File: src/rtl/muladd_tester_pkg.sv
// muladd_tester_pkg
// Shared definitions for the MULADD IO-ring tester: the sequencer state
// encoding, the io_in/io_out pin positions used by the user design, and the
// reference arithmetic the tester compares each returned result against.
package muladd_tester_pkg;

  typedef enum logic [2:0] {
    ST_IDLE    = 3'd0,
    ST_DUT_RST = 3'd1,
    ST_DRIVE   = 3'd2,
    ST_WAIT    = 3'd3,
    ST_CHECK   = 3'd4,
    ST_DONE    = 3'd5
  } state_t;

  // Pin positions on the user design's io_in bus
  localparam int RST_BIT = 0;
  localparam int EN_BIT  = 1;
  localparam int A_LSB   = 2;
  localparam int B_LSB   = 10;
  localparam int C_LSB   = 18;

  localparam int RES_W = 20;   // result width on io_out[19:0]
  localparam int W_W   = 23;   // operand word {c,b,a}
  localparam int IO_W  = 28;   // io ring width

  // Sign-extended 8x8 product plus zero-extended 7-bit addend, mod 2^20
  function automatic logic [RES_W-1:0] muladd_expected(
    input logic [7:0] a,
    input logic [7:0] b,
    input logic [6:0] c
  );
    logic signed [15:0] prod_s;
    logic [RES_W-1:0]   sum_s;
    prod_s = $signed(a) * $signed(b);
    sum_s  = {{4{prod_s[15]}}, prod_s} + {13'd0, c};
    return sum_s;
  endfunction

  // Error counter increment that sticks at all-ones
  function automatic logic [15:0] sat_inc16(input logic [15:0] v);
    logic [15:0] r_s;
    if (v == 16'hFFFF) begin
      r_s = v;
    end else begin
      r_s = v + 16'd1;
    end
    return r_s;
  endfunction

endpackage

File: src/rtl/muladd_tester_opgen.sv
// muladd_tester_opgen
// Operand word generator for the MULADD tester. Produces the 23-bit word
// w = {c[6:0], b[7:0], a[7:0]} that is driven for the next vector.
//   Build option MULADD_TESTER_LFSR_EN:
//     defined   -> Fibonacci LFSR x^23 + x^18 + 1, loaded with SEED
//     undefined -> up-counter loaded with 0 (vector k is simply k)
// Ports:
//   clk, rst_n  clock / asynchronous active-low reset
//   load        restart the sequence (takes priority over step)
//   step        advance to the next word
//   w           current operand word
module muladd_tester_opgen
  import muladd_tester_pkg::*;
#(
  parameter logic [W_W-1:0] SEED = 23'h000001
) (
  input  logic           clk,
  input  logic           rst_n,
  input  logic           load,
  input  logic           step,
  output logic [W_W-1:0] w
);

`ifdef MULADD_TESTER_LFSR_EN
  localparam logic [W_W-1:0] LOAD_VAL = SEED;
`else
  localparam logic [W_W-1:0] LOAD_VAL = 23'd0;
`endif

  logic [W_W-1:0] w_r;
  logic [W_W-1:0] w_next_s;

  // Successor of the current word in the selected sequence
  always_comb begin
    w_next_s = w_r;
`ifdef MULADD_TESTER_LFSR_EN
    w_next_s = {w_r[W_W-2:0], w_r[22] ^ w_r[17]};
`else
    w_next_s = w_r + 23'd1;
`endif
  end

  // Generator register: load beats step, otherwise hold
  always_ff @(posedge clk or negedge rst_n) begin
    if (!rst_n) begin
      w_r <= LOAD_VAL;
    end else if (load) begin
      w_r <= LOAD_VAL;
    end else if (step) begin
      w_r <= w_next_s;
    end else begin
      w_r <= w_r;
    end
  end

  assign w = w_r;

endmodule

File: src/rtl/muladd_io_tester.sv
// muladd_io_tester
// Stimulus/response engine for the 8x8+7 MULADD user design. Resets the
// design through its io_in pins, then for each vector drives {c,b,a},
// waits SAMPLE_DELAY cycles, samples io_out and compares against the
// reference arithmetic. Reports busy/done/pass, a saturating mismatch count
// and the first failing vector with the value it returned.
// Operand source selected by MULADD_TESTER_LFSR_EN (see muladd_tester_opgen).
// Ports:
//   clk, rst_n    shared clock / asynchronous active-low reset
//   start         one-cycle run request, honoured only in IDLE or DONE
//   dut_io_in     [0] DUT reset, [1] enable, [9:2] a, [17:10] b, [24:18] c
//   dut_io_out    [19:0] result, [27:20] must read zero
//   busy, done    run in progress / run finished (level)
//   pass          done with zero mismatches
//   err_count     mismatching checks, saturating
//   fail_vec      {c,b,a} of the first mismatch
//   fail_got      io_out[19:0] seen at the first mismatch
module muladd_io_tester
  import muladd_tester_pkg::*;
#(
  parameter int             N_VEC        = 256,
  parameter int             SAMPLE_DELAY = 2,
  parameter logic [W_W-1:0] SEED         = 23'h000001
) (
  input  logic             clk,
  input  logic             rst_n,
  input  logic             start,
  output logic [IO_W-1:0]  dut_io_in,
  input  logic [IO_W-1:0]  dut_io_out,
  output logic             busy,
  output logic             done,
  output logic             pass,
  output logic [15:0]      err_count,
  output logic [W_W-1:0]   fail_vec,
  output logic [RES_W-1:0] fail_got
);

  localparam logic [W_W-1:0]  LAST_IDX  = W_W'(N_VEC - 1);
  localparam logic [3:0]      WAIT_LAST = 4'(SAMPLE_DELAY - 2);
  localparam logic [IO_W-1:0] IO_RESET  = 28'h0000001; // DUT in reset, enable low
  localparam logic [IO_W-1:0] IO_DUTRST = 28'h0000003; // DUT in reset, enable high

  state_t           state_r, state_n;
  logic [3:0]       cnt_r, cnt_n;
  logic [W_W-1:0]   vec_idx_r, vec_idx_n;
  logic [IO_W-1:0]  io_r, io_n;
  logic             busy_r, busy_n;
  logic             done_r, done_n;
  logic             pass_r, pass_n;
  logic [15:0]      err_r, err_n;
  logic [W_W-1:0]   fail_vec_r, fail_vec_n;
  logic [RES_W-1:0] fail_got_r, fail_got_n;
  logic             fail_seen_r, fail_seen_n;

  logic             load_s;
  logic             step_s;
  logic [W_W-1:0]   w_s;
  logic [RES_W-1:0] exp_s;
  logic             mismatch_s;

  muladd_tester_opgen #(.SEED(SEED)) u_opgen (
    .clk   (clk),
    .rst_n (rst_n),
    .load  (load_s),
    .step  (step_s),
    .w     (w_s)
  );

  // Reference result and mismatch for the vector currently on the pins
  always_comb begin
    exp_s      = muladd_expected(io_r[A_LSB +: 8], io_r[B_LSB +: 8], io_r[C_LSB +: 7]);
    mismatch_s = (dut_io_out[RES_W-1:0] != exp_s) || (dut_io_out[IO_W-1:RES_W] != 8'd0);
  end

  // Sequencer next-state and next values of every registered output
  always_comb begin
    state_n     = state_r;
    cnt_n       = cnt_r;
    vec_idx_n   = vec_idx_r;
    io_n        = io_r;
    busy_n      = busy_r;
    done_n      = done_r;
    pass_n      = pass_r;
    err_n       = err_r;
    fail_vec_n  = fail_vec_r;
    fail_got_n  = fail_got_r;
    fail_seen_n = fail_seen_r;
    load_s      = 1'b0;
    step_s      = 1'b0;

    case (state_r)
      ST_IDLE, ST_DONE: begin
        if (start) begin
          state_n     = ST_DUT_RST;
          cnt_n       = 4'd0;
          vec_idx_n   = 23'd0;
          io_n        = IO_DUTRST;
          busy_n      = 1'b1;
          done_n      = 1'b0;
          pass_n      = 1'b0;
          err_n       = 16'd0;
          fail_vec_n  = 23'd0;
          fail_got_n  = 20'd0;
          fail_seen_n = 1'b0;
          load_s      = 1'b1;
        end else begin
          state_n = state_r;
        end
      end

      ST_DUT_RST: begin
        // Second reset cycle: the held-in-reset design must read zero
        if (cnt_r == 4'd1) begin
          state_n = ST_DRIVE;
          cnt_n   = 4'd0;
          if (dut_io_out[RES_W-1:0] != 20'd0) begin
            err_n = sat_inc16(err_r);
          end else begin
            err_n = err_r;
          end
        end else begin
          cnt_n = cnt_r + 4'd1;
        end
      end

      ST_DRIVE: begin
        io_n                = 28'd0;
        io_n[RST_BIT]       = 1'b0;
        io_n[EN_BIT]        = 1'b1;
        io_n[A_LSB +: 8]    = w_s[7:0];
        io_n[B_LSB +: 8]    = w_s[15:8];
        io_n[C_LSB +: 7]    = w_s[22:16];
        step_s              = 1'b1;
        state_n             = ST_WAIT;
        cnt_n               = 4'd0;
      end

      ST_WAIT: begin
        if (cnt_r == WAIT_LAST) begin
          state_n = ST_CHECK;
          cnt_n   = 4'd0;
        end else begin
          cnt_n = cnt_r + 4'd1;
        end
      end

      ST_CHECK: begin
        if (mismatch_s) begin
          err_n = sat_inc16(err_r);
          if (!fail_seen_r) begin
            fail_seen_n = 1'b1;
            fail_vec_n  = io_r[C_LSB+6:A_LSB];
            fail_got_n  = dut_io_out[RES_W-1:0];
          end else begin
            fail_seen_n = fail_seen_r;
          end
        end else begin
          err_n = err_r;
        end
        if (vec_idx_r == LAST_IDX) begin
          state_n = ST_DONE;
          busy_n  = 1'b0;
          done_n  = 1'b1;
          pass_n  = (err_n == 16'd0);
        end else begin
          state_n   = ST_DRIVE;
          vec_idx_n = vec_idx_r + 23'd1;
        end
      end

      default: begin
        state_n = ST_IDLE;
      end
    endcase
  end

  // All sequencer state and outputs are registered here
  always_ff @(posedge clk or negedge rst_n) begin
    if (!rst_n) begin
      state_r     <= ST_IDLE;
      cnt_r       <= 4'd0;
      vec_idx_r   <= 23'd0;
      io_r        <= IO_RESET;
      busy_r      <= 1'b0;
      done_r      <= 1'b0;
      pass_r      <= 1'b0;
      err_r       <= 16'd0;
      fail_vec_r  <= 23'd0;
      fail_got_r  <= 20'd0;
      fail_seen_r <= 1'b0;
    end else begin
      state_r     <= state_n;
      cnt_r       <= cnt_n;
      vec_idx_r   <= vec_idx_n;
      io_r        <= io_n;
      busy_r      <= busy_n;
      done_r      <= done_n;
      pass_r      <= pass_n;
      err_r       <= err_n;
      fail_vec_r  <= fail_vec_n;
      fail_got_r  <= fail_got_n;
      fail_seen_r <= fail_seen_n;
    end
  end

  assign dut_io_in = io_r;
  assign busy      = busy_r;
  assign done      = done_r;
  assign pass      = pass_r;
  assign err_count = err_r;
  assign fail_vec  = fail_vec_r;
  assign fail_got  = fail_got_r;

endmodule

File: config.mk
export PLATFORM = sky130hd
export DESIGN_NAME = muladd_io_tester
export DESIGN_NICKNAME = d
export VERILOG_FILES = /design/src/rtl/muladd_tester_pkg.sv /design/src/rtl/muladd_tester_opgen.sv /design/src/rtl/muladd_io_tester.sv
export SDC_FILE = /design/constraint.sdc
export NUM_CORES = 1
export LEC_CHECK = 0
export ABC_AREA = 1
export CAP_MARGIN = 20
export CORE_MARGIN = 8
export CORE_UTILIZATION = 25
export DETAILED_ROUTE_END_ITERATION = 10
export HOLD_SLACK_MARGIN = 0.05
export SLEW_MARGIN = 20
export SYNTH_ARGS = -nofsm -noshare
export SYNTH_HDL_FRONTEND = slang
export SYNTH_HIERARCHICAL = 1
export SYNTH_SLANG_ARGS = --single-unit
File: constraint.sdc
create_clock -name clk -period 9.7 [get_ports clk]
set_input_delay 1.94 -clock clk [delete_from_list [all_inputs] [get_ports clk]]
set_output_delay 1.94 -clock clk [all_outputs]
set_load 0.03 [all_outputs]
==> results.sh <==
export IMPL_wl_met3_um=2190
export IMPL_clk_path_buf_depth=2
export IMPL_p_leak_nw=5.83
export IMPL_ys_ff_latch=141
export IMPL_drtPass1Iterations=5
export IMPL_antenna_found_initial=0
export IMPL_drt_initial_drc_count=716
export IMPL_p_int_mw=1.34
export IMPL_rsz0062_at_grt="no"
export IMPL_cts_tree="done"
export IMPL_initial_core_util_pct=25.1
export IMPL_arrival_ps=6200
export IMPL_drc=0
export IMPL_crit_required_ps=9980
export IMPL_async_reset_ff_share_pct=100
export IMPL_yosys_cell_types_count=55
export IMPL_clkSlewWorstSetupHoldPaths_ps=50
export IMPL_first_global_vias=9085
export IMPL_final_area_mm2=0.0127
export IMPL_pwr_share_clk_pct=29.4
export IMPL_syn_area_mm2=0.0104
export IMPL_fin_tns_setup_ps=0
export IMPL_grt_max_degree=76
export IMPL_io_buffers=117
export IMPL_hold_viol=0
export IMPL_fp_coreArea_mm2=0.0416
export IMPL_cts_hold_buf=0
export IMPL_status="complete, no violations"
export IMPL_detail_route_wl_per_cell_um=15.4
export IMPL_io_pins=121
export IMPL_start_kind="flip-flop"
export IMPL_vias=9254
export IMPL_vdd_drop_max_mv=0.170
export IMPL_min_path_cells=1
export IMPL_cts_htree_levels=4
export IMPL_cts_root_buf="clkbuf_16"
export IMPL_dieHeight_um=220
export IMPL_power_switching_uw=949
export IMPL_p_per_area_mw_per_mm2=180
export IMPL_clock_skew_ps=10.8
export IMPL_die_w_um=220
export IMPL_grt_pass1_wl_um=49600
export IMPL_relSlewSlack_pct=36.4
export IMPL_grt_overflow_total=0
export IMPL_fin_nets=1590
export IMPL_r2r_start="dut_io_in[12]"
export IMPL_postSynthAreaPerCell_um2=7.64
export IMPL_synth_top_area_share_pct=33.5
export IMPL_place_congestion=0.851
export IMPL_vias_per_cell=4.60
export IMPL_pwr_share_comb_pct=37.7
export IMPL_rows=75
export IMPL_r2r_cells=24
export IMPL_worstMarginPinSlew_ps=955
export IMPL_post_dp_cell_area_mm2=0.0121
export IMPL_worstSkewPairLatency_ps=430
export IMPL_finalCriticalPeriod_ps=5920
export IMPL_wirelength_met1_um=15100
export IMPL_drv_slew=0
export IMPL_drtAntennaViolNets=0
export IMPL_track_usage_pct=12.9
export IMPL_p_seq_share_pct=32.9
export IMPL_dp_slack_ps=3290
export IMPL_cts_resized=0
export IMPL_crit_fanout=43
export IMPL_dr_wl_met2_um=13300
export IMPL_holdPathEnd="dut_io_in[1]"
export IMPL_r2r_end="fail_vec[15]"
export IMPL_place_hpwl_um=23800
export IMPL_critical_path_class="flip-flop to flip-flop"
export IMPL_period_share_pct=61.0
export IMPL_setup_violations=0
export IMPL_max_cap_violations=0
export IMPL_cts_made_buffers=17
export IMPL_fmax_mhz=169
export IMPL_cts_setup_buffers=0
export IMPL_antenna_cells=0
export IMPL_area_growth_pct=21.8
export IMPL_end_kind="flip-flop"
export IMPL_hp_class="flip-flop to flip-flop"
export IMPL_yosys_top_cells_area="dfrtp_1 34%, fa_1 12%, nand2_1 11%, inv_1 8.0%, o21ai_0 5.0%"
export IMPL_switching_share_pct=41.4
export IMPL_die_area_mm2=0.0486
export IMPL_yosysWarnings=6
export IMPL_drt_wl_total_um=31000
export IMPL_synth_ff_type="dfrtp_1"
export IMPL_ys_seq_area_share_pct=33.8
export IMPL_rrSetupSlack_ps=3780
export IMPL_synth_edf_count=0
export IMPL_clock_sinks=141
export IMPL_setup_ws_ps=3780
export IMPL_syn_instance_count=1368
export IMPL_top_layer_used="met4"
export IMPL_drive_gt1_share_pct=6.12
export IMPL_hold_start="dut_io_in[1]"
export IMPL_netlist_top_cell_by_area="dfrtp_1"
-- sequential cells by signal (all words and copies together) (netlist names), 3 cells and up --
| name | cells |
|---|---|
| dut_io_in | 25 |
| vec_idx_r | 23 |
| u_opgen/w | 23 |
| cnt_r | 4 |
| state_r | 3 |
| fail_vec | 23 |
| fail_got | 20 |
| err_count | 16 |
-- how the worst max path moves through the flow --
stage             startpoint           end  slack (ps)  cells after the start
3_5_place_dp   dut_io_in[12]  fail_vec[16]        3290                     24
4_1_cts        dut_io_in[12]  fail_vec[16]        3320                     24
2_1_floorplan  dut_io_in[12]          pass        4510                     29
6_report       dut_io_in[12]  fail_vec[15]        3780                     24
3_3_place_gp   dut_io_in[12]   fail_vec[9]        3480                     24
5_1_grt        dut_io_in[12]   fail_got[4]        3230                     24
-- power by group through the flow --
| stage | clock [mW] | combinational [mW] | sequential, mW |
|---|---|---|---|
| floorplan | 0 | 0.507 | 0.817 |
| global placement | 0 | 0.854 | 0.762 |
| detailed placement | 0 | 0.867 | 0.764 |
| CTS | 0.689 | 0.869 | 0.754 |
| global route | 0.712 | 0.962 | 0.766 |
| finish | 0.675 | 0.864 | 0.754 |
-- kinds of logic after synthesis --
kind of cell | after synthesis | share of synthesized area [%]
flops | 141 | 33.8
simple gates | 617 | 26.5
buf+inv | 280 | 10.4
mux | 1 | 0.0958
fa+ha+maj | 98 | 16.3
other cells | 1 | 0.0359
xor+xnor | 26 | 2.18
compound gates | 204 | 10.7
-- cells in the final DEF, fill, tap and decap left out, types with 13 or more instances in the layout --
cell / n
nand2_1: 309
nand2_2: 13
o21ai_0: 104
inv_1: 222
fa_1: 64
dfrtp_1: 140
clkdlybuf4s50_1: 116
nand3_1: 89
xnor2_1: 15
clkbuf_16: 17
ha_1: 34
nand4_1: 30
nor2_1: 113
a21oi_1: 57
nor3_1: 17
-- Yosys cell counts, drive strengths merged (15+ instances only) --
| cell type | number |
|---|---|
| inv | 228 |
| a21oi | 59 |
| o21ai | 115 |
| dfrtp | 140 |
| nand4 | 30 |
| fa | 64 |
| nor3 | 22 |
| nand3 | 95 |
| ha | 34 |
| nand2 | 323 |
| nor2 | 129 |
| clkbuf | 39 |
| xnor2 | 15 |
-- through the flow --
step	utilization [%]	hold slack, ps	std cells	total power, mW
after floorplan	-	441	1370	1.32
after global placement	29.2	455	1981	1.62
after detailed placement	29.2	452	1981	1.63
after CTS	30.6	470	2010	2.31
after global routing	30.6	499	2010	2.44
final	30.6	473	2010	2.29
-- layer usage --
layer | up-vias | GRT usage (%)
li1 | 4515 | -
met1 | 4465 | 18.3
met2 | 247 | 19.5
met3 | 27 | 3.44
met4 | 0 | 2.95
met5 | - | 0
-- final cells by class --
type	count	area, µm²
clock inverter	6	110
timing repair buffer	121	1200
fill	4379	28800
inverter	231	868
sequential	141	3530
clock buffer	23	488
tap	539	674
multi-input combinational	949	5850
-- critical path, cell delays in order (launching register included) --
cell and delay (ps):
dfrtp_1 480, nand2_1 110, inv_1 100, fa_1 700
inv_1 130, fa_1 540, inv_1 50, fa_1 500
inv_1 60, fa_1 530, inv_1 40, ha_1 360
nand2_1 70, inv_1 70, nand3_1 90, nor3_1 140
nand2_1 110, nand2_1 100, nand2_1 50, nand3_1 120
nand2_4 120, nand3_4 320, nand3_4 570, nand3_1 230
o21ai_0 130
No activity file was read; power rests on OpenSTA's default activity.
==> patch, RTL diff (same flow settings) <==
The 6 states of `state_t` get a one-hot encoding in 6 bits.
--- a/src/rtl/muladd_tester_pkg.sv
+++ b/src/rtl/muladd_tester_pkg.sv
@@ -4,13 +4,13 @@
 // reference arithmetic the tester compares each returned result against.
 package muladd_tester_pkg;
 
-  typedef enum logic [2:0] {
-    ST_IDLE    = 3'd0,
-    ST_DUT_RST = 3'd1,
-    ST_DRIVE   = 3'd2,
-    ST_WAIT    = 3'd3,
-    ST_CHECK   = 3'd4,
-    ST_DONE    = 3'd5
+  typedef enum logic [5:0] {
+    ST_IDLE    = 6'b000001,
+    ST_DUT_RST = 6'b000010,
+    ST_DRIVE   = 6'b000100,
+    ST_WAIT    = 6'b001000,
+    ST_CHECK   = 6'b010000,
+    ST_DONE    = 6'b100000
   } state_t;
 
   // Pin positions on the user design's io_in bus
Formal check against the unedited RTL: no difference found for any inputs over 10 cycles, from zero or initial values and one cycle with rst_n low; not proved beyond that.
==> patch against the unedited design <==
- cell area is 2.6% higher
- routed wire length decreased by 1.6%
- area after synthesis increased by 2.5%
- largest power group is now registers
- sequential cell count up 3
- total power shrank 16%
- setup slack worse by 380 ps
==> patch: results (changes against the unedited design) <==
metric,value,unit,change
area share of xor/xnor cells in the synthesized design,2.53,%,+0.35 points
final WL,30600,um,-1.6%
area of the multi-input gates,5800,um^2,-0.94%
fraction of area in registers,27.6,%,-0.11 points
Worst Min Path Start,vec_idx_r[22]$_DFFE_PN0P_,,
first-pass GRT wire length,49900,um,+0.54%
Yosys cell types,50,,-9.1%
VDD IR-drop max,0.111,mV,-35%
Max Clock Skew,13.6,ps,+2.76 ps
NumNets Final,1638,,+3.0%
Area contributors post-synth,"dfrtp_1, fa_1, nand2_1",,
crit path from,dut_io_in[9]$_DFFE_PN0P_,,
clock buffers,19,,-17%
HPWL after DPL,23900,um,+0.31%
Net Sw Frac,36.3,%,-5.0 points
status,completed,,
DRT iter0 DRCs,697,,-2.7%
layout cells sized above 1,6.71,%,+0.59 points
Worst path most repeated cell,nand2_1,,
Pleak,6.03,nW,+3.4%
placed cell area,12400,um^2,+2.6%
crit path time final,6300,ps,+384 ps
largest net degree at the start of global routing,75,,-1.3%
multi-input combinational cell count,926,,-2.4%
Final Util,30.6,%,-0.045 points
worst-margin pin slew,942,ps,-12.8 ps
CP max FO,27,,-37%
Worst Hold Path EP,vec_idx_r[22]$_DFFE_PN0P_,,
-- patch: cell types whose count changed in the layout (fill, tap and decap cells not counted), sizes merged, moves of 4 or more --
| cell | delta |
|---|---|
| inv | +70 |
| o22ai | +41 |
| o21ai | -40 |
| nand3 | -25 |
| nand2 | +19 |
| a21oi | -15 |
| nor2 | -6 |
| xor2 | +6 |
| nor4 | +5 |
| clkbuf | -4 |
| nand4 | -4 |
-- patch: power by group through the flow --
stage                     clock (mW)  combinational, mW  sequential (mW)
after global routing           0.730              0.609            0.697
after CTS                      0.702              0.554            0.692
after floorplan                    0              0.333            0.728
after detailed placement           0              0.551            0.702
after global placement             0              0.542            0.702
final                          0.692              0.551            0.693
-- patch: metal layers --
layer / global-route usage [%] / wire, um / vias up
li1: - / - / 4616
met1: 15.9 / 13900 / 4462
met2: 21.1 / 14900 / 225
met3: 2.43 / 1380 / 33
met4: 3.53 / 458 / 0
met5: 0 / 0 / -
